<file path="config.mk">
export PLATFORM = sky130hd
export DESIGN_NAME = jk_bank_scheduler
export DESIGN_NICKNAME = d
export VERILOG_FILES = /design/src/rtl/jk_pkg.sv /design/src/rtl/jk_reg_bank.sv /design/src/rtl/jk_bank_scheduler.sv
export SDC_FILE = /design/constraint.sdc
export NUM_CORES = 1
export LEC_CHECK = 0
export CAP_MARGIN = 40
export CORE_MARGIN = 10
export CORE_UTILIZATION = 35
export DETAILED_ROUTE_END_ITERATION = 8
export PLACE_DENSITY = 0.64
export SLEW_MARGIN = 20
export SYNTH_ARGS = -nofsm -noshare
export SYNTH_HDL_FRONTEND = slang
export SYNTH_HIERARCHICAL = 1
export SYNTH_SLANG_ARGS = --single-unit
</file>
<file path="constraint.sdc">
create_clock -name clk -period 7.3 [get_ports clk]
set_input_delay 1.46 -clock clk [delete_from_list [all_inputs] [get_ports clk]]
set_output_delay 1.46 -clock clk [all_outputs]
set_load 0.01 [all_outputs]
</file>
<file path="src/rtl/jk_pkg.sv">
// jk_pkg: shared JK operation and sequencer state encodings
package jk_pkg;
  localparam logic [1:0] JK_HOLD = 2'b00;
  localparam logic [1:0] JK_RST  = 2'b01;
  localparam logic [1:0] JK_SET  = 2'b10;
  localparam logic [1:0] JK_TGL  = 2'b11;
  typedef enum logic [1:0] {S_IDLE, S_APPLY, S_COMMIT} state_t;
endpackage

</file>
<file path="src/rtl/jk_reg_bank.sv">
// jk_reg_bank: master-slave JK flip-flop bank with separate master and slave enables
module jk_reg_bank
  import jk_pkg::*;
#(
  parameter int WIDTH = 8
) (
  input  logic             clk,
  input  logic             clr,
  input  logic [WIDTH-1:0] j,
  input  logic [WIDTH-1:0] k,
  input  logic             m_en,
  input  logic             s_en,
  output logic [WIDTH-1:0] q
);
  logic [WIDTH-1:0] r_m, r_q, w_m;
  always_comb begin
    w_m = r_q;
    for (int i = 0; i < WIDTH; i++)
      w_m[i] = {j[i], k[i]} == JK_TGL ? ~r_q[i] : {j[i], k[i]} == JK_SET ? 1'b1 :
               {j[i], k[i]} == JK_RST ? 1'b0 : r_q[i];
  end
  // Master samples every bit so untargeted bits carry their current value into the slave.
  always_ff @(posedge clk) begin
    r_m <= clr ? '0 : m_en ? w_m : r_m;
    r_q <= clr ? '0 : s_en ? r_m : r_q;
  end
  assign q = r_q;
endmodule

</file>
<file path="src/rtl/jk_bank_scheduler.sv">
// jk_bank_scheduler: round-robin access to a shared JK bank through an APPLY/COMMIT sequencer
module jk_bank_scheduler
  import jk_pkg::*;
#(
  parameter int NREQ = 4,
  parameter int WIDTH = 8,
  localparam int IDXW = $clog2(WIDTH)
) (
  input  logic                 clk,
  input  logic                 clr,
  input  logic [NREQ-1:0]      req,
  input  logic [2*NREQ-1:0]    op,
  input  logic [NREQ*IDXW-1:0] idx,
  output logic [NREQ-1:0]      gnt,
  output logic [NREQ-1:0]      ack,
  output logic                 err,
  output logic                 busy,
  output logic [WIDTH-1:0]     q
);
  localparam int SELW = $clog2(NREQ);
  state_t           r_state, w_next;
  logic [SELW-1:0]  r_ptr, r_sel, w_off, w_pick;
  logic [SELW:0]    w_sum;
  logic [NREQ-1:0]  w_rot;
  logic [1:0]       r_op, w_op;
  logic [IDXW-1:0]  r_idx, w_idx;
  logic [WIDTH-1:0] w_dec, w_j, w_k;
  // Rotate requests so the pointer sits at bit 0, then take the lowest set bit.
  always_comb begin
    w_rot = NREQ'({req, req} >> r_ptr);
    w_off = '0;
    for (int i = NREQ - 1; i >= 0; i--) if (w_rot[i]) w_off = SELW'(i);
    w_sum = {1'b0, r_ptr} + {1'b0, w_off};
    w_pick = w_sum >= (SELW+1)'(NREQ) ? SELW'(w_sum - (SELW+1)'(NREQ)) : w_sum[SELW-1:0];
    w_op = 2'(op >> (2 * int'(w_pick)));
    w_idx = IDXW'(idx >> (IDXW * int'(w_pick)));
  end
  always_ff @(posedge clk) r_state <= clr ? S_IDLE : w_next;
  always_comb
    w_next = r_state == S_IDLE ? (|req ? S_APPLY : S_IDLE) :
             r_state == S_APPLY ? S_COMMIT : S_IDLE;
  always_comb begin
    busy = r_state != S_IDLE;
    gnt = busy ? NREQ'(1) << r_sel : '0;
    ack = r_state == S_COMMIT ? gnt : '0;
    err = r_state == S_COMMIT && w_dec == '0;
  end
  always_ff @(posedge clk)
    if (clr) begin
      r_ptr <= '0;
      r_sel <= '0;
      r_op <= JK_HOLD;
      r_idx <= '0;
    end else if (r_state == S_IDLE && |req) begin
      r_sel <= w_pick;
      r_op <= w_op;
      r_idx <= w_idx;
    end else if (r_state == S_COMMIT)
      r_ptr <= r_sel == SELW'(NREQ - 1) ? '0 : r_sel + SELW'(1);
  // An out-of-range index shifts the one-hot out entirely, so no bit is driven.
  assign w_dec = WIDTH'(1) << r_idx;
  assign w_j = r_state == S_APPLY && r_op[1] ? w_dec : '0;
  assign w_k = r_state == S_APPLY && r_op[0] ? w_dec : '0;
  jk_reg_bank #(.WIDTH(WIDTH)) u_bank (
    .clk (clk),
    .clr (clr),
    .j   (w_j),
    .k   (w_k),
    .m_en(r_state == S_APPLY),
    .s_en(r_state == S_COMMIT),
    .q   (q)
  );
endmodule

</file>
==> summary.md, run 1 <==
| Metric | Value |
|---|---|
| Status | finished clean |
| Setup WS post-layout | 3380 ps |
| Stages on the worst setup path | 9 |
| Vias/cell | 4.86 |
| Post-layout min period | 3920 ps |
| CP delay by family, top | compound AO/OA/AOI/OAI gates |
| Power Dens Cells | 161 nW/um2 |
| Least-Margin Pin Slew | 703 ps |
| Total wire length | 3880 um |
| Max-slew headroom | 0.531 |
| R2R depth | 8 |
| Ys Warns | 6 |
| Ports | 44 |
| Design area | 2250 um2 |
| Max-cap viol count | 0 |
| H-tree levels | 1 |
| Worst r2r src | r_ptr[0] |
| Clk sinks | 27 |
| Setup_tns | 0 ps |
| Startpoint Class | input port |
| Clock slew at reported path FFs | 90 ps |
| Routed Antenna Nets | 0 |
| Largest family of logic cells by synthesized area | simple AND/OR/NAND/NOR gates |
| Congestion Overflow GR | 0 |
| Max Fclk | 255 MHz |
| Root Driver | clkbuf_8 |
| Worst skew pair latency | 270 ps |
| Type of the tightest min-delay check | flop to flop |
| Leakage power | 0.000757 uW |
| Filler cells | 491 |
| Reg2reg setup slack | 4640 ps |
| DRC Markers | 0 |
| # resized after CTS | 0 |
| Final cycle utilization of the critical path | 0.536 |
| Via Count | 1510 |
| Required time of the critical path | 7450 ps |
| Adder and majority gate portion of the synthesized area | 0.0353 |
| Final setup violation count | 0 |
| CP endpoint kind | flop |
| Number of global-route vias before repair | 1493 |
| Endpoints failing hold | 0 |
| FF-to-FF End | r_idx[2] |
| CP arrival | 4070 ps |
| Largest fanout on the critical path | 19 |
| Post-Synthesis Cells | 210 |
| Synth Area per Inst | 8.44 um2 |
| Synthesized Nets | 241 |
| Initial DRC count | 63 |
| Die Wd | 91.2 um |
| Final Slew Violations | 0 |
| Ant. Diodes | 0 |
| Post-synthesis compound-gate area fraction | 0.177 |
| Commonest non-fill, non-tap cell in the layout | clkdlybuf4s50_1 |
| Bufs and invs on worst path | 1 |
| Nets | 276 |
| Initial antenna violation count | 0 |
| Buffers on Ports | 42 |
| Core area | 4820 um2 |
| Most frequent cells in the layout | 42 x clkdlybuf4s50_1, 32 x nor2_1, 27 x dfxtp_1, 19 x nor2b_1, 18 x nand2b_1 |
| Pre-Repair DR Iteration Count | 4 |
| Post-synthesis simple-gate area fraction | 0.335 |
| Area delta synth->final | 26.9% |
| Detailed placer's ending HPWL | 3080 um |
| Slowest-stage cell, CP | clkdlybuf4s50_1 |
| #FFs+latches synth | 27 |
| Initial Util | 0.368 |
| RSZ-0062 raised after global routing | no |
| Area after DPL | 2200 um2 |
| WL/cell | 12.5 um |
| Clock skew | 6.11 ps |
| # hold bufs at CTS | 0 |
| Total GRT Usage | 0.0963 |
| Die height | 91.2 um |
| Yosys cell types | 40 |
| DP Worst Slack | 3090 ps |
| Worst path cell trace | clkdlybuf4s50_1 -> nor2_1 -> a221oi_1 -> a31oi_1 -> a211o_1 -> ha_1 -> nor2b_1 -> a2111oi_0 -> o31ai_1 |
| Top cell type's share of synthesized area | 0.305 |
| GP Congestion | 0.790 |
| Slowest Stage Delay on Critical Path | 630 ps |
| Rows | 25 |
| First-pass GRT wire length | 7030 um |
| Mapped cell area | 1770 um2 |
| Pin count of the biggest net entering global routing | 28 |
| Yosys top cell by area | dfxtp_1 |
| Top area cells in the synthesized netlist | dfxtp_1 30%, mux2i_1 7.3%, nor2_1 6.8%, nor2b_1 6.7%, nand2b_1 6.4% |
| CTS Buf Count | 3 |
| Synth Area in XOR/XNOR | 0.00988 |
| Crit. Startpoint | req[0] |
| Sequential fraction of the synthesis area | 0.305 |
| Setup Buffers After CTS | 0 |
| Die ar. | 8310 um2 |
| Setup CP Type | input port to flop |
| Critical Path Sink | r_idx[2] |
| TritonCTS clock tree | done |
| Share of cells above drive strength 1 | 0.0820 |
| Max VDD drop | 87.9 uV |
| Clock Tree Buf Depth | 2 |
| Post-synthesis mux area share | 0.0734 |
per-layer routing:
layer  vias to the layer above  wire length [um]  track usage
met4                         0                25       0.0196
met5                         -                 0            0
met1                       654              1880        0.127
li1                        811                 -            -
met2                        43              1620        0.138
met3                         2               361       0.0461
power by group:
group | switching (uW) | leakage [uW] | internal (uW) | total, uW
combinational | 51.5 | 0.000510 | 52.9 | 104
sequential | 16.2 | 0.000221 | 160 | 177
clock | 43.8 | 0.0000255 | 38.2 | 82.0
area by class of cell:
cell class / instances / area, um2 / area share
Sequential cell: 27 / 541 / 0.240
Multi-Input combinational cell: 164 / 1120 / 0.498
Clock inverter: 1 / 5.00 / 0.00222
Tap cell: 67 / 83.8 / 0.0373
Inverter: 4 / 15.0 / 0.00667
Clock buffer: 3 / 41.3 / 0.0184
Timing Repair Buffer: 45 / 443 / 0.197
synthesized netlist by cell type (all sizes together):
library cell	n
clkbuf	7
inv	4
or3	1
nand2	6
dfxtp	27
nor4	3
conb	1
a31oi	1
a221oi	5
or2	2
xnor2	1
a32o	2
o21ai	2
nor2	35
nor2b	19
nand3b	5
mux2i	13
a21oi	1
nor3	11
o32a	1
nand3	7
a211oi	1
xor2	1
o32ai	1
o31ai	4
and2	4
buf	8
nand2b	18
a2111oi	4
ha	5
a32oi	1
a311oi	8
a211o	1
sequential cells by signal, summed over array words and instances (netlist names):
register    cells
r_ptr           2
r_sel           2
u_bank/q        8
r_idx           3
u_bank/r_m      8
r_op            2
r_state         2
metrics by stage:
step           instances  total power [uW]  hold slack [ps]  utilization
2_1_floorplan        210               252              456            -
3_3_place_gp         307               284              473        0.457
3_5_place_dp         307               285              481        0.457
4_1_cts              311               368              493        0.467
5_1_grt              311               388              515        0.467
6_report             311               363              487        0.467
worst reg2reg max path, stage by stage (launching register included):
cell and delay, ps:
dfxtp_1 550, nor2_1 90, a221oi_1 310, a31oi_1 70, a211o_1 290, ha_1 630
nor2b_1 90, a2111oi_0 400, o31ai_1 120
worst min path at each step:
| stage | to | startpoint | cells past startpoint | slack, ps |
|---|---|---|---|---|
| after floorplan | u_bank/r_m[1] | u_bank/r_m[1] | 2 | 460 |
| after global routing | u_bank/r_m[3] | u_bank/r_m[3] | 2 | 520 |
| after detailed placement | u_bank/r_m[2] | u_bank/r_m[2] | 2 | 480 |
| after CTS | u_bank/r_m[2] | u_bank/r_m[2] | 2 | 490 |
| after global placement | u_bank/r_m[5] | u_bank/r_m[5] | 2 | 470 |
| final | u_bank/r_m[2] | u_bank/r_m[2] | 2 | 490 |
cell families after synthesis:
logic type / Yosys count
muxes: 13
adders and majority gates: 5
DFF: 27
xor gates and xnor gates: 2
buffers and inverters: 19
and+or+nand+nor: 111
other: 1
AOI/OAI and AO/OA: 32
Note: power is estimated with default switching activity, not from simulation.
==> run 2: changes to the inputs <==
- clock period: 7.3 -> 3.78 ns (I/O delays scaled with it)
==> run 2 against run 1 <==
Compared with the run above:
- setup slack worse by 2800 ps
- first-iteration DRC count decreased by 14%
- combinational power rose by 94%
- via count increased by 2.7%
- sequential share of layout area about the same
- sequential power increased by 93%
- critical path depth is the same
- flip-flop and latch count unchanged
- clock-buffer cell count rose by 1
- total power is 93% higher
- critical endpoint is now r_op[1]
- largest cell class unchanged
==> summary.md, run 2 (synthesized netlist as in run 1, its figures left out) <==
| Metric | Value |
|---|---|
| Status | finished clean |
| Initial Util | 0.368 |
| DP Worst Slack | 281 ps |
| Routed Antenna Nets | 0 |
| Post-layout min period | 3200 ps |
| H-tree levels | 1 |
| Root Driver | clkbuf_8 |
| CP arrival | 3370 ps |
| Total GRT Usage | 0.0951 |
| # resized after CTS | 0 |
| Setup_tns | 0 ps |
| GP Congestion | 0.797 |
| Endpoints failing hold | 0 |
| Setup CP Type | input port to flop |
| Die ar. | 8310 um2 |
| Max-cap viol count | 0 |
| CP delay by family, top | compound AO/OA/AOI/OAI gates |
| Clk pwr share | 0.227 |
| Nets | 276 |
| Final Slew Violations | 0 |
| Clock slew at reported path FFs | 90 ps |
| Bufs and invs on worst path | 1 |
| Final cycle utilization of the critical path | 0.847 |
| Switching share of power | 0.306 |
| Filler cells | 505 |
| Max-slew headroom | 0.533 |
| Sequential group share of total power | 0.485 |
| Hold slack | 488 ps |
| CP endpoint kind | flop |
| First-pass GRT wire length | 6950 um |
| Slowest-stage cell, CP | ha_1 |
| # hold bufs at CTS | 0 |
| Buffers on Ports | 42 |
| Pin count of the biggest net entering global routing | 20 |
| Slowest Stage Delay on Critical Path | 640 ps |
| TritonCTS clock tree | done |
| Leakage power | 0.000754 uW |
| Max Fclk | 312 MHz |
| Ports | 44 |
| Pre-Repair DR Iteration Count | 4 |
| Vias/cell | 4.99 |
| Via Count | 1551 |
| DRC Markers | 0 |
| Die height | 91.2 um |
| Detailed placer's ending HPWL | 3110 um |
| Clock skew | 1.57 ps |
| Largest fanout on the critical path | 19 |
| Startpoint Class | input port |
| Required time of the critical path | 3950 ps |
| Ant. Diodes | 0 |
| Register area | 541 um2 |
| Power Total | 702 uW |
| Final setup violation count | 0 |
| Die Wd | 91.2 um |
| Internal power | 487 uW |
| Initial antenna violation count | 0 |
| WL/cell | 12.3 um |
| Max VDD drop | 179 uV |
| Multi-input gate area | 1120 um2 |
| Type of the tightest min-delay check | flop to flop |
| Initial DRC count | 54 |
| Setup Buffers After CTS | 0 |
| CTS Buf Count | 3 |
| RSZ-0062 raised after global routing | no |
| Core area | 4820 um2 |
| Area delta synth->final | 26.8% |
| Psw | 215 uW |
| Most frequent cells in the layout | 42 x clkdlybuf4s50_1, 32 x nor2_1, 27 x dfxtp_1, 19 x nor2b_1, 18 x nand2b_1 |
| Worst skew pair latency | 270 ps |
| Setup WS post-layout | 577 ps |
| Rows | 25 |
| Commonest non-fill, non-tap cell in the layout | clkdlybuf4s50_1 |
| Logic pwr share | 0.288 |
| Total wire length | 3830 um |
| Least-Margin Pin Slew | 698 ps |
| Number of global-route vias before repair | 1517 |
| Clk sinks | 27 |
| Power Dens Cells | 312 nW/um2 |
| Congestion Overflow GR | 0 |
| Clock Tree Buf Depth | 2 |
| Share of cells above drive strength 1 | 0.0779 |
| Worst path cell trace | clkdlybuf4s50_1 -> nor2_1 -> a221oi_1 -> a31oi_1 -> a211o_1 -> ha_1 -> mux2i_1 -> nand3_1 -> a32o_1 |
## run 2: changes by cell type in the layout (fill, tap and decap cells not counted), sizes merged
| cell | change |
|---|---|
| clkbuf | +1 |
| clkinv | -1 |
## run 2: through the flow
step,util,cells,area (um2)
floorplan,-,210,1770
global placement,0.457,307,2200
detailed placement,0.457,307,2200
CTS,0.467,311,2250
global route,0.467,311,2250
finish,0.467,311,2250
## run 2: path summary, 6_finish.rpt
check	start	to	slack, ps	depth (start not counted)
setup reg to reg	r_ptr[0]	r_op[1]	1120	8
hold / removal	u_bank/r_m[5]	u_bank/r_m[5]	490	2
setup / recovery	req[0]	r_op[1]	580	9
hold reg to reg	u_bank/r_m[5]	u_bank/r_m[5]	490	2
## run 2: layer usage
metal  routed length [um]  global-route usage  share of wire
met2                 1600               0.144           0.42
met3                  317              0.0444          0.083
met5                    0                   0              0
met4                   27              0.0196         0.0070
met1                 1880               0.120           0.49
## run 2: power by group through the flow
| stage | Combinational (uW) | Sequential (uW) | Clock, uW |
|---|---|---|---|
| 2_1_floorplan | 155 | 332 | 0 |
| 3_3_place_gp | 202 | 346 | 0 |
| 3_5_place_dp | 203 | 347 | 0 |
| 4_1_cts | 204 | 340 | 167 |
| 5_1_grt | 227 | 346 | 174 |
| 6_report | 202 | 341 | 159 |
## run 2: area by class of cell
type / instances / share of cell area
Multi-Input combinational cell: 164 / 0.499
Timing Repair Buffer: 45 / 0.197
Inverter: 4 / 0.00668
Tap cell: 67 / 0.0373
Sequential cell: 27 / 0.240
Clock buffer: 4 / 0.0200
## run 2: tightest hold or removal path: cells and delay by family (launching register included)
kind | cells | cell delay (ps)
compound gates | 1 | 50
flops | 1 | 320
simple gates | 1 | 80
